==> src/rtl/stream_mux_pkg.sv <==
// Shared definitions for the N-to-1 packet stream multiplexer.
package stream_mux_pkg;

  typedef enum logic {
    IDLE   = 1'b0,
    LOCKED = 1'b1
  } state_t;

  // Channel-index width; never narrower than one bit.
  function automatic int unsigned cw_width(input int unsigned n);
    int unsigned w;
    w = $clog2(n);
    return (w < 1) ? 1 : w;
  endfunction

endpackage

==> src/rtl/rr_pick.sv <==
// Rotating-priority picker: first requester found searching cyclically from ptr+1.
module rr_pick
  import stream_mux_pkg::*;
#(
  parameter  int unsigned N_CH = 4,
  localparam int unsigned CW   = cw_width(N_CH)
) (
  input  logic [N_CH-1:0] req,
  input  logic [CW-1:0]   ptr,
  output logic [CW-1:0]   gnt,
  output logic            any
);

  always_comb begin
    int unsigned idx;
    idx = 0;
    gnt = '0;
    any = 1'b0;
    for (int unsigned i = 1; i <= N_CH; i++) begin
      idx = (32'(ptr) + i) % N_CH;
      if (!any && req[CW'(idx)]) begin
        gnt = CW'(idx);
        any = 1'b1;
      end
    end
  end

endmodule

==> src/rtl/stream_mux_nto1.sv <==
// N-to-1 packet stream multiplexer with fixed or round-robin selection,
// packet locking and a single registered output stage.
module stream_mux_nto1
  import stream_mux_pkg::*;
#(
  parameter  int unsigned N_CH  = 4,
  parameter  int unsigned WIDTH = 8,
  localparam int unsigned CW    = cw_width(N_CH)
) (
  input  logic                  clk,
  input  logic                  rst,
  input  logic [N_CH-1:0]       s_valid,
  output logic [N_CH-1:0]       s_ready,
  input  logic [N_CH*WIDTH-1:0] s_data,
  input  logic [N_CH-1:0]       s_last,
  input  logic [CW-1:0]         sel,
  input  logic                  rr_en,
  output logic                  m_valid,
  input  logic                  m_ready,
  output logic [WIDTH-1:0]      m_data,
  output logic                  m_last,
  output logic [CW-1:0]         m_ch
);

  state_t           state_q;
  logic [CW-1:0]    lock_q;
  logic [CW-1:0]    ptr_q;
  logic [CW-1:0]    pick_gnt;
  logic             pick_any;
  logic [CW-1:0]    g;
  logic             gv;
  logic             load_en;
  logic             accept;
  logic [WIDTH-1:0] g_data;
  logic             g_last;
  logic             g_valid;

  rr_pick #(.N_CH(N_CH)) u_pick (
    .req (s_valid),
    .ptr (ptr_q),
    .gnt (pick_gnt),
    .any (pick_any)
  );

  assign load_en = !m_valid || m_ready;

  // Mode and select inputs only matter between packets.
  always_comb begin
    g  = '0;
    gv = 1'b0;
    if (state_q == LOCKED) begin
      g  = lock_q;
      gv = 1'b1;
    end else if (rr_en) begin
      g  = pick_gnt;
      gv = pick_any;
    end else begin
      g  = sel;
      gv = (32'(sel) < N_CH);
    end
  end

  always_comb begin
    g_data  = '0;
    g_last  = 1'b0;
    g_valid = 1'b0;
    s_ready = '0;
    for (int unsigned k = 0; k < N_CH; k++) begin
      if (g == CW'(k)) begin
        g_data            = s_data[k*WIDTH +: WIDTH];
        g_last            = s_last[CW'(k)];
        g_valid           = s_valid[CW'(k)];
        s_ready[CW'(k)]   = gv && load_en && !rst;
      end
    end
  end

  assign accept = gv && load_en && g_valid && !rst;

  always_ff @(posedge clk) begin
    if (rst) begin
      m_valid <= 1'b0;
      m_data  <= '0;
      m_last  <= 1'b0;
      m_ch    <= '0;
      state_q <= IDLE;
      lock_q  <= '0;
      ptr_q   <= CW'(N_CH - 1);
    end else begin
      if (load_en) begin
        m_valid <= accept;
      end
      if (accept) begin
        m_data <= g_data;
        m_last <= g_last;
        m_ch   <= g;
        if (g_last) begin
          state_q <= IDLE;
          ptr_q   <= g;
        end else begin
          state_q <= LOCKED;
          lock_q  <= g;
        end
      end
    end
  end

endmodule

==> config.mk <==
export PLATFORM = sky130hd
export DESIGN_NAME = stream_mux_nto1
export DESIGN_NICKNAME = d
export VERILOG_FILES = /design/src/rtl/stream_mux_pkg.sv /design/src/rtl/rr_pick.sv /design/src/rtl/stream_mux_nto1.sv
export SDC_FILE = /design/constraint.sdc
export NUM_CORES = 1
export LEC_CHECK = 0
export ABC_CLOCK_PERIOD_IN_PS = 3000
export CORE_MARGIN = 5
export CORE_UTILIZATION = 30
export CTS_CLUSTER_DIAMETER = 120
export DETAILED_ROUTE_END_ITERATION = 7
export GPL_TIMING_DRIVEN = 0
export PLACE_DENSITY = 0.62
export SLEW_MARGIN = 0
export SYNTH_ARGS = -nofsm -noshare
export SYNTH_HDL_FRONTEND = slang
export SYNTH_SLANG_ARGS = --single-unit
==> constraint.sdc <==
create_clock -name clk -period 3 [get_ports clk]
set_input_delay 0.45 -clock clk [delete_from_list [all_inputs] [get_ports clk]]
set_output_delay 0.45 -clock clk [all_outputs]
set_load 0.1 [all_outputs]
# --- Yosys cells after proc, flatten, opt, wreduce, memory -nomap -nowiden ---
# Cells that the tools add are included.
word_totals:
  ff_bits: 17
  in_bits: 46
  out_inout_bits: 16
  wordCells: 72
classes:
  n_addsub: 4
  order_cmp: 4
  eq_ne: 3
  n_mux: 37
  bitwise: 1
  n_reduce_logical: 16
ops:
  columns: ["cell", "n"]
  rows:
  - ["$mux 8", 4]
  - ["$mux 1", 23]
  - ["$lt 2x3->1 const B", 4]
  - ["$mux 2", 6]
  - ["$bmux 1 s2", 4]
  - ["$logic_and 1x1->1", 7]
  - ["$logic_not 1->1", 5]
  - ["$add 2x1->2 const B", 2]
  - ["$add 2x2->2 const B", 2]
  - ["$eq 2x2->1 const B", 2]
  - ["$reduce_and 2->1", 2]
  - ["$eq 2x1->1 const B", 1]
  - ["$logic_not 2->1", 1]
  - ["$logic_or 1x1->1", 1]
  - ["$not 1->1", 1]

# --- Longest topological paths before layout ---
# Gate-level depths: netlist of the first run.
depth:
  depth_word: 23
  ltp_mapped: 10
  ltp_nobuf: 7

# --- By module ---
# From an unflattened synthesis of the first run, not the netlist that was laid out.
hier_totals:
  hier_cells: 144
  area_unflattened_um2: 1318.8
modules_own_cells:
  columns: ["mod", "instances", "cells_each", "area_per_inst_um2", "seq_area_each_um2"]
  rows:
  - ["stream_mux_nto1", 1, 130, 1227.4, 340.3]
  - ["rr_pick", 1, 14, 91.3, 0.0]

# --- Worst setup path before layout of the first run ---
# Ideal clock, no wire load.
synth_path:
  path_type: "input -> output"
  start: "input port s_valid[3]"
  end: "output port s_ready[0]"
  t_arrival_ps: 2864
  required_ps: 2550
  path_slack_ps: -314
  stages: 8
  path_buffers: 2
  path_cell_list: "buf_4 nor2b_1 o21ai_0 a31oi_1 a21o_1 buf_1 nand2_1 nor2_1"
synth_between:
  elab_chain_cells: 17
  elab_cells_between_ends: 30
  classes_between: "21 x mux; 9 x reduce/logical"
synth_lines:
  columns: ["element", "line", "rtl"]
  rows:
  - ["start: declaration", "stream_mux_nto1.sv:12", "input logic [N_CH-1:0] s_valid,"]
  - ["$bmux 1 s2", "rr_pick.sv:21", "if (!any && req[CW'(idx)]) begin"]
  - ["$mux 1 (not written as such)", "rr_pick.sv:21", null]
  - ["$mux 1", "rr_pick.sv:21", null]
  - ["$logic_not 1->1", "rr_pick.sv:21", null]
  - ["$logic_and 1x1->1", "rr_pick.sv:21", null]
  - ["$mux 1", "rr_pick.sv:21", null]
  - ["$logic_not 1->1", "rr_pick.sv:21", null]
  - ["$logic_and 1x1->1", "rr_pick.sv:21", null]
  - ["$mux 1", "rr_pick.sv:21", null]
  - ["$logic_not 1->1", "rr_pick.sv:21", null]
  - ["$logic_and 1x1->1", "rr_pick.sv:21", null]
  - ["$mux 1", "rr_pick.sv:21", null]
  - ["$mux 1", "stream_mux_nto1.sv:54", "end else if (rr_en) begin"]
  - ["$mux 1", "stream_mux_nto1.sv:51", "if (state_q == LOCKED) begin"]
  - ["$logic_and 1x1->1 (2 in series)", "stream_mux_nto1.sv:73", "s_ready[CW'(k)] = gv && load_en && !rst;"]
  - ["$mux 1 (*)", "stream_mux_nto1.sv:69", "if (g == CW'(k)) begin"]
  - ["end: declaration", "stream_mux_nto1.sv:13", "output logic [N_CH-1:0] s_ready,"]
# Every way passes the cells marked *; elsewhere a longest branch is shown, timed or not. The select of a mux whose other input is x is not followed.

# --- Worst setup path in the final report of the first run ---
layout_path:
  start: "input port s_valid[1]"
  end: "output port s_ready[1]"
# Same word-level chain as after synthesis.

==> tab_implementation.tex, run 1 <==
\begin{tabular}{lr}
\hline
Metric & Value \\
\hline
\multicolumn{2}{l}{\textbf{Pwr}} \\
\quad Leakage power total & 0.828 nW \\
\quad Power density relative to cell area & 823 nW/um\^{}2 \\
\quad Highest ir drop seen on vdd & 0.000541 V \\
\quad Total Power Consumption & 0.00170 W \\
\multicolumn{2}{l}{\textbf{Clock network}} \\
\quad CTS root buf & sky130\_fd\_sc\_hd\_\_clkbuf\_8 \\
\quad Clock tree from TritonCTS & built \\
\quad Max Root-Sink Buffers & 2 \\
\quad CTS H-tree depth & 1 \\
\quad Post-CTS Hold Buffers & 0 \\
\quad Clock latency of the later-clocked register in the worst-skew pair & 0.25 ns \\
\quad Clock transition at the registers of the reported paths & 0.06 ns \\
\quad Number of buffers created by CTS & 3 \\
\quad CTS Sinks & 17 \\
\multicolumn{2}{l}{\textbf{Finish}} \\
\quad Final core occ & 50.6\% \\
\quad Area of the multi-input gates & 903 um\^{}2 \\
\quad Post-route cell area & 2070 um\^{}2 \\
\quad Antenna diode count & 0 \\
\quad Filler instances & 401 \\
\quad Layout overhead on the synthesized area & 60.5\% \\
\quad Fraction of final layout cells sized beyond drive strength 1 & 16.2\% \\
\quad Area occupied by registers & 340 um\^{}2 \\
\quad Non-filler instance count after layout & 260 \\
\quad Final Net Count & 257 \\
\multicolumn{2}{l}{\textbf{Placed design}} \\
\quad Placer's final routability congestion estimate & 0.827 \\
\quad Number of buffers inserted by port buffering & 60 \\
\quad Number of instances in the placed design & 255 \\
\quad Dpl cell area & 1960 um\^{}2 \\
\quad Pre-CTS WS & -1.20 ns \\
\quad Detailed placement HPWL & 3040 um \\
\multicolumn{2}{l}{\textbf{Logic synthesis}} \\
\quad Average cell area after synthesis & 8.89 um\^{}2 \\
\quad Yosys warning count & 0 \\
\quad Synthesized netlist net count & 191 \\
\quad Synth Instances & 145 \\
\quad Number of library cell types mapped by synthesis & 40 \\
\quad Mapped Area & 1290 um\^{}2 \\
\quad Share of synthesized area occupied by flip-flops and latches & 26.4\% \\
\quad Flip-flop and latch count after synthesis & 17 \\
\multicolumn{2}{l}{\textbf{Setup path}} \\
\quad Cell depth of the worst flop-to-flop path & 9 \\
\quad Endpoint arrival time on the critical path & 2.44 ns \\
\quad Maximum fanout encountered on the critical timing path & 10 \\
\quad Required time of the worst setup path & 2.55 ns \\
\quad Kind of start point of the critical path & input pin \\
\quad Kind of end point of the critical path & output port \\
\quad Critical path start-end classification & in -> out \\
\multicolumn{2}{l}{\textbf{Floorplan}} \\
\quad Top Ports & 62 \\
\quad Floorplan die area & 5710 um\^{}2 \\
\quad Height of the chip & 75.5 um \\
\quad Die W & 75.5 um \\
\quad Area of the core region & 4090 um\^{}2 \\
\quad Number of rows created at floorplan & 23 \\
\quad Initial Util & 31.5\% \\
\multicolumn{2}{l}{\textbf{STA}} \\
\quad Post-layout min period & 2.89 ns \\
\quad Highest clock frequency the design can meet & 0.346 GHz \\
\quad Final Setup Violations & 0 \\
\quad Worst Max-Slew Pin Slew & 0.996 ns \\
\quad Worst Skew & 0.00105 ns \\
\quad Final setup margin & 0.108 ns \\
\quad Fin. Hold Viols & 0 \\
\quad Final Cycle Share & 96.4\% \\
\quad Relative slew slack & 33.4\% \\
\quad Pins over their slew limit & 0 \\
\multicolumn{2}{l}{\textbf{Global routing}} \\
\quad Largest net degree at the start of global routing & 11 \\
\quad Wire length of the first global-routing pass & 6110 um \\
\quad GRT overflow & 0 \\
\quad Number of antenna violations at the first check in global routing & 0 \\
\quad Total Routing Usage GR & 13.6\% \\
\quad Via count of the first global-routing pass & 1361 \\
\multicolumn{2}{l}{\textbf{Detailed routing}} \\
\quad Routed wire per std cell & 14.3 um \\
\quad Per-cell via count in the routed design & 5.10 \\
\quad Initial DRT Pass Iterations & 4 \\
\quad Number of nets with antenna violations after detailed routing & 0 \\
\quad DRC violation total after the first TritonRoute iteration & 94 \\
\quad Vias after detailed routing & 1326 \\
\quad Drt drc & 0 \\
\quad DRT Wirelength & 3710 um \\
\multicolumn{2}{l}{\textbf{Hold path}} \\
\quad Path category of the worst min-delay check & reg -> reg \\
\quad Worst hold path stage count & 2 \\
\multicolumn{2}{l}{\textbf{Run status}} \\
\quad Outcome & finished clean \\
\multicolumn{2}{l}{\textbf{Run}} \\
\quad Reported max-cap violation count & 0 \\
\hline
\end{tabular}
## synth_stat cells, drive strengths merged
master / instances / area (um^2)
nor2: 18 / 67.6
dfxtp: 17 / 340
nand2: 16 / 62.6
mux2i: 15 / 163
inv: 8 / 30.0
mux4: 8 / 180
buf: 7 / 55.1
a21oi: 5 / 25.0
a31oi: 5 / 31.3
nor3: 5 / 25.0
nor2b: 4 / 25.0
o21ai: 4 / 20.0
o211ai: 3 / 22.5
a221oi: 2 / 17.5
and2: 2 / 12.5
nand2b: 2 / 12.5
o211a: 2 / 20.0
o21a: 2 / 15.0
o22ai: 2 / 12.5
o2bb2ai: 2 / 17.5
o31a: 2 / 17.5
or4: 2 / 15.0
a211oi: 1 / 12.5
a21o: 1 / 7.51
a22oi: 1 / 7.51
and3: 1 / 6.26
and4: 1 / 8.76
clkbuf: 1 / 3.75
nor3b: 1 / 7.51
nor4: 1 / 6.26
o21ba: 1 / 10.0
o221ai: 1 / 15.0
o311ai: 1 / 8.76
or2b: 1 / 7.51
## path summary, 6_finish.rpt
check	start	endpoint	slack [ns]
setup reg to reg	ptr_q[1]	state_q	0.57
setup / recovery	s_valid[1]	s_ready[1]	0.11
hold / removal	m_last	m_last	0.47
hold reg to reg	m_last	m_last	0.47
## layout by cell type, fill, tap and decap left out, drive strengths merged
cell type / Yosys / layout
a211oi: 1 / 1
a21o: 1 / 1
a21oi: 5 / 5
a221oi: 2 / 2
a22oi: 1 / 1
a31oi: 5 / 5
and2: 2 / 2
and3: 1 / 1
and4: 1 / 1
buf: 7 / 12
clkbuf: 1 / 5
clkdlybuf4s50: 0 / 55
dfxtp: 17 / 17
dlymetal6s2s: 0 / 1
inv: 8 / 8
mux2i: 15 / 15
mux4: 8 / 8
nand2: 16 / 16
nand2b: 2 / 2
nor2: 18 / 18
nor2b: 4 / 4
nor3: 5 / 5
nor3b: 1 / 1
nor4: 1 / 1
o211a: 2 / 2
o211ai: 3 / 3
o21a: 2 / 2
o21ai: 4 / 4
o21ba: 1 / 1
o221ai: 1 / 1
o22ai: 2 / 2
o2bb2ai: 2 / 2
o311ai: 1 / 1
o31a: 2 / 2
or2b: 1 / 1
or4: 2 / 2
## flip-flops by register name, summed over array words and instances, names as in the netlist
signal and count:
state_q 1, m_valid 1, lock_q 2, m_ch 2
ptr_q 2, m_last 1, m_data 8
## metrics by stage
stage | TNS, ns | hold slack [ns]
2_1_floorplan | -0.628 | 0.452
3_3_place_gp | -6.01 | 0.467
3_5_place_dp | -6.73 | 0.467
4_1_cts | 0 | 0.478
5_1_grt | -0.0292 | 0.517
6_report | 0 | 0.475
## logic make-up (layout without fill, tap and decap cells)
group,count (synthesis),count (layout),synth area share [%]
AO/OA/AOI/OAI,35,35,20.2
buffers and inverters,16,81,6.89
flip-flops,17,17,26.4
multiplexers,23,23,26.6
AND/OR/NAND/NOR,54,54,19.9
## report_power, final
| part | switching (W) | internal [W] | leakage, nW |
|---|---|---|---|
| Clock | 0.0000762 | 0.0000942 | 0.0228 |
| Sequential | 0.0000478 | 0.000295 | 0.139 |
| Combinational | 0.000749 | 0.000442 | 0.666 |
## layer usage
metal  GRT usage [%]  part of all wire, %  vias to the layer above
li1                -                    -                      671
met1            16.0                   41                      622
met2            24.5                   53                       31
met3            3.96                  5.6                        2
met4            2.33                 0.38                        0
met5               0                    0                        -
## layout make-up
type                    count  share of cell area, %
well taps                  50                   3.02
plain buffers               8                   3.02
multi-input cells         112                   43.7
inverters                   8                   1.45
flip-flops and latches     17                   16.5
repair buffers             61                   30.2
clock buffers               4                   2.18
## worst max-delay path, stage by stage
cell,delay [ns]
sky130_fd_sc_hd__clkdlybuf4s50_1,0.49
sky130_fd_sc_hd__buf_6,0.15
sky130_fd_sc_hd__nor2b_1,0.14
sky130_fd_sc_hd__o22ai_1,0.09
sky130_fd_sc_hd__a31oi_1,0.30
sky130_fd_sc_hd__a21o_1,0.18
sky130_fd_sc_hd__buf_4,0.19
sky130_fd_sc_hd__nand2_1,0.08
sky130_fd_sc_hd__nor2_1,0.13
sky130_fd_sc_hd__buf_6,0.24
## repair_timing
item,CTS,global route
gates cloned,0,0
setup endpoints to repair,7,9
resized for setup,34,5
pin swaps,1,2
buffers inserted,1,0
Note: power is estimated with default switching activity, not from simulation.
==> run 2, diff against run 1 <==
--- a/config.mk
+++ b/config.mk
@@ -7,11 +7,11 @@
 export LEC_CHECK = 0
 export ABC_CLOCK_PERIOD_IN_PS = 3000
 export CORE_MARGIN = 5
-export CORE_UTILIZATION = 30
+export CORE_UTILIZATION = 41
 export CTS_CLUSTER_DIAMETER = 120
 export DETAILED_ROUTE_END_ITERATION = 7
 export GPL_TIMING_DRIVEN = 0
-export PLACE_DENSITY = 0.62
+export PLACE_DENSITY = 0.81
 export SLEW_MARGIN = 0
 export SYNTH_ARGS = -nofsm -noshare
 export SYNTH_HDL_FRONTEND = slang
==> run 2 against run 1 <==
Design area up 4.2%. Via count up 11%. Largest power group unchanged. First-iteration DRC count down 31%. Critical path depth up 1. Sequential power up 1%. Global-route usage up 5.5 points. Non-clock buffer count up 14. Setup slack worse by 0.0067 ns. Fmax down 0.23%. Flip-flop and latch count unchanged. Sequential share of layout area down 0.67 points.
==> tab_implementation.tex, run 2 (synthesis results as in run 1) <==
\begin{tabular}{lr}
\hline
Metric & Value \\
\hline
\multicolumn{2}{l}{\textbf{Global routing}} \\
\quad Number of antenna violations at the first check in global routing & 0 (unchanged) \\
\quad GRT overflow & 0 (unchanged) \\
\quad Largest net degree at the start of global routing & 11 (unchanged) \\
\quad Total Routing Usage GR & 19.1\% (+5.5 points) \\
\quad Wire length of the first global-routing pass & 6440 um (+5.4\%) \\
\quad Via count of the first global-routing pass & 1469 (+7.9\%) \\
\multicolumn{2}{l}{\textbf{STA}} \\
\quad Post-layout min period & 2.90 ns (+0.00666 ns) \\
\quad Highest clock frequency the design can meet & 0.345 GHz (-0.23\%) \\
\quad Final Setup Violations & 0 (unchanged) \\
\quad Relative slew slack & 32.2\% (-1.2 points) \\
\quad Worst Max-Slew Pin Slew & 1.01 ns (+0.0185 ns) \\
\quad Final setup margin & 0.101 ns (-0.00666 ns) \\
\quad Final Cycle Share & 96.6\% (+0.22 points) \\
\quad Worst Skew & 0.00586 ns (+0.00481 ns) \\
\quad Pins over their slew limit & 0 (unchanged) \\
\quad Fin. Hold Viols & 0 (unchanged) \\
\multicolumn{2}{l}{\textbf{Placed design}} \\
\quad Detailed placement HPWL & 3090 um (+1.5\%) \\
\quad Pre-CTS WS & -1.14 ns (+0.0549 ns) \\
\quad Number of buffers inserted by port buffering & 60 (unchanged) \\
\quad Placer's final routability congestion estimate & 0.845 (+2.2\%) \\
\multicolumn{2}{l}{\textbf{Setup path}} \\
\quad Terminus of the critical flop-to-flop path & m\_data[5] \\
\quad Slowest library cell on the worst path & sky130\_fd\_sc\_hd\_\_clkdlybuf4s50\_1 \\
\quad Cell depth of the worst flop-to-flop path & 9 (unchanged) \\
\quad Required time of the worst setup path & 2.55 ns (about the same) \\
\quad WP buf/inv & 5 (+1) \\
\quad Kind of start point of the critical path & input pin \\
\quad Kind of cell adding the most delay to the critical path & buffers and inverters \\
\quad Endpoint arrival time on the critical path & 2.45 ns (about the same) \\
\quad Crit. path cell count & 11 (+1) \\
\quad Library cell appearing most often on the critical path & sky130\_fd\_sc\_hd\_\_buf\_6 \\
\quad Reg2reg start & ptr\_q[1] \\
\quad CP max stage delay & 0.43 ns (-0.06 ns) \\
\quad Critical path start-end classification & in -> out \\
\quad Kind of end point of the critical path & output port \\
\quad Setup slack of the most critical reg-to-reg path & 0.45 ns (-0.12 ns) \\
\quad Chain of cells forming the critical path & clkdlybuf4s50\_1 -> buf\_6 -> o21a\_1 -> o21ai\_1 -> a31oi\_2 -> a21o\_1 -> buf\_6 -> inv\_1 -> nand2\_1 -> nor2\_2 -> buf\_12 \\
\quad Crit. Startpoint & s\_valid[1] \\
\quad Maximum fanout encountered on the critical timing path & 10 (unchanged) \\
\quad End point of the critical path & s\_ready[2] \\
\multicolumn{2}{l}{\textbf{Clock network}} \\
\quad CTS root buf & sky130\_fd\_sc\_hd\_\_clkbuf\_4 \\
\quad Post-CTS Hold Buffers & 0 (unchanged) \\
\quad Number of buffers created by CTS & 3 (unchanged) \\
\quad Clock tree from TritonCTS & built \\
\quad Max Root-Sink Buffers & 2 (unchanged) \\
\quad CTS H-tree depth & 1 (unchanged) \\
\quad Clock transition at the registers of the reported paths & 0.09 ns (+0.03 ns) \\
\quad Clock latency of the later-clocked register in the worst-skew pair & 0.30 ns (+0.05 ns) \\
\quad CTS Sinks & 17 (unchanged) \\
\multicolumn{2}{l}{\textbf{Hold path}} \\
\quad Path category of the worst min-delay check & reg -> reg \\
\multicolumn{2}{l}{\textbf{Pwr}} \\
\quad Power density relative to cell area & 835 nW/um\^{}2 (+1.4\%) \\
\quad Total Power Consumption & 0.00180 W (+5.7\%) \\
\quad Leakage power total & 0.893 nW (+7.8\%) \\
\quad Highest ir drop seen on vdd & 0.000594 V (+9.8\%) \\
\multicolumn{2}{l}{\textbf{Detailed routing}} \\
\quad Number of nets with antenna violations after detailed routing & 0 (unchanged) \\
\quad DRC violation total after the first TritonRoute iteration & 65 (-31\%) \\
\quad Vias after detailed routing & 1476 (+11\%) \\
\quad Initial DRT Pass Iterations & 4 (unchanged) \\
\quad Drt drc & 0 (unchanged) \\
\quad Routed wire per std cell & 16.0 um (+12\%) \\
\quad DRT Wirelength & 4280 um (+15\%) \\
\quad Per-cell via count in the routed design & 5.51 (+8.0\%) \\
\multicolumn{2}{l}{\textbf{Finish}} \\
\quad Largest reg by FF count & m\_data \\
\quad Most common cell after layout, fill and taps aside & sky130\_fd\_sc\_hd\_\_clkdlybuf4s50\_1 \\
\quad Most used cells in the layout excluding fill and tap cells & sky130\_fd\_sc\_hd\_\_clkdlybuf4s50\_1 (54), sky130\_fd\_sc\_hd\_\_dfxtp\_1 (17), sky130\_fd\_sc\_hd\_\_buf\_4 (16), sky130\_fd\_sc\_hd\_\_nor2\_1 (16), sky130\_fd\_sc\_hd\_\_nand2\_1 (15) \\
\quad Layout overhead on the synthesized area & 67.3\% \\
\quad Fraction of final layout cells sized beyond drive strength 1 & 21.9\% (+5.7 points) \\
\quad Filler instances & 205 (-49\%) \\
\quad Final core occ & 71.2\% (+21 points) \\
\quad Area of the multi-input gates & 907 um\^{}2 (+0.42\%) \\
\quad Flip-flop count of the largest register, all copies and words added & 8 (unchanged) \\
\quad Area occupied by registers & 340 um\^{}2 (unchanged) \\
\quad Antenna diode count & 0 (unchanged) \\
\quad Final Net Count & 271 (+5.4\%) \\
\multicolumn{2}{l}{\textbf{Run status}} \\
\quad Outcome & finished clean \\
\multicolumn{2}{l}{\textbf{Floorplan}} \\
\quad Area of the core region & 3030 um\^{}2 (-26\%) \\
\quad Floorplan die area & 4360 um\^{}2 (-24\%) \\
\quad Initial Util & 42.6\% (+11 points) \\
\quad Die W & 66.1 um (-13\%) \\
\quad Top Ports & 62 (unchanged) \\
\quad Height of the chip & 66.1 um (-13\%) \\
\quad Number of rows created at floorplan & 20 (-13\%) \\
\multicolumn{2}{l}{\textbf{Run}} \\
\quad Reported max-cap violation count & 0 (unchanged) \\
\hline
\end{tabular}
run 2: through the flow:
step	hold slack, ns	setup TNS (ns)	area [um^2]	std cells
floorplan	0.452	-0.628	1290	145
global placement	0.464	-5.75	1950	249
detailed placement	0.476	-6.71	1950	249
CTS	0.496	0	2020	253
global route	0.542	-0.0109	2160	268
finish	0.516	0	2160	268
run 2: area by class of cell:
| cell class | instances | area share, % |
|---|---|---|
| inverter | 8 | 1.39 |
| sequential | 17 | 15.8 |
| timing repair buffer | 75 | 33.8 |
| tap | 44 | 2.55 |
| buffer | 8 | 3.19 |
| clock buffer | 4 | 1.22 |
| multi-input combinational | 112 | 42.1 |
run 2: repair_timing:
action                                  CTS  global route
setup buffers                             0            15
pin swaps                                 1             7
resized for setup                        35             8
gates cloned                              0             0
endpoints found under the setup margin    5             4
run 2: power by group:
| group | internal, W | switching, W |
|---|---|---|
| combinational | 0.000530 | 0.000800 |
| sequential | 0.000294 | 0.0000526 |
| clock | 0.0000518 | 0.0000716 |
| total | 0.000876 | 0.000924 |
run 2: per-layer routing:
layer  GRT usage, %  wire length, um
met1           21.1             1630
met2           33.8             2050
met3           6.63              457
met4           6.35              136
met5              0                0
run 2: worst min-delay path: stages (launching register included):
cell and delay, ns:
sky130_fd_sc_hd__dfxtp_1 0.34, sky130_fd_sc_hd__mux2i_1 0.07, sky130_fd_sc_hd__nor2_1 0.07
run 2: how the worst min path moves through the flow:
stage | startpoint | to | slack, ns | cells after the start
after global routing | m_last | m_last | 0.54 | 2
after CTS | lock_q[1] | lock_q[1] | 0.50 | 2
after floorplan | lock_q[1] | lock_q[1] | 0.45 | 2
after global placement | m_last | m_last | 0.46 | 2
after detailed placement | m_last | m_last | 0.48 | 2
final | m_data[7] | m_data[7] | 0.52 | 2
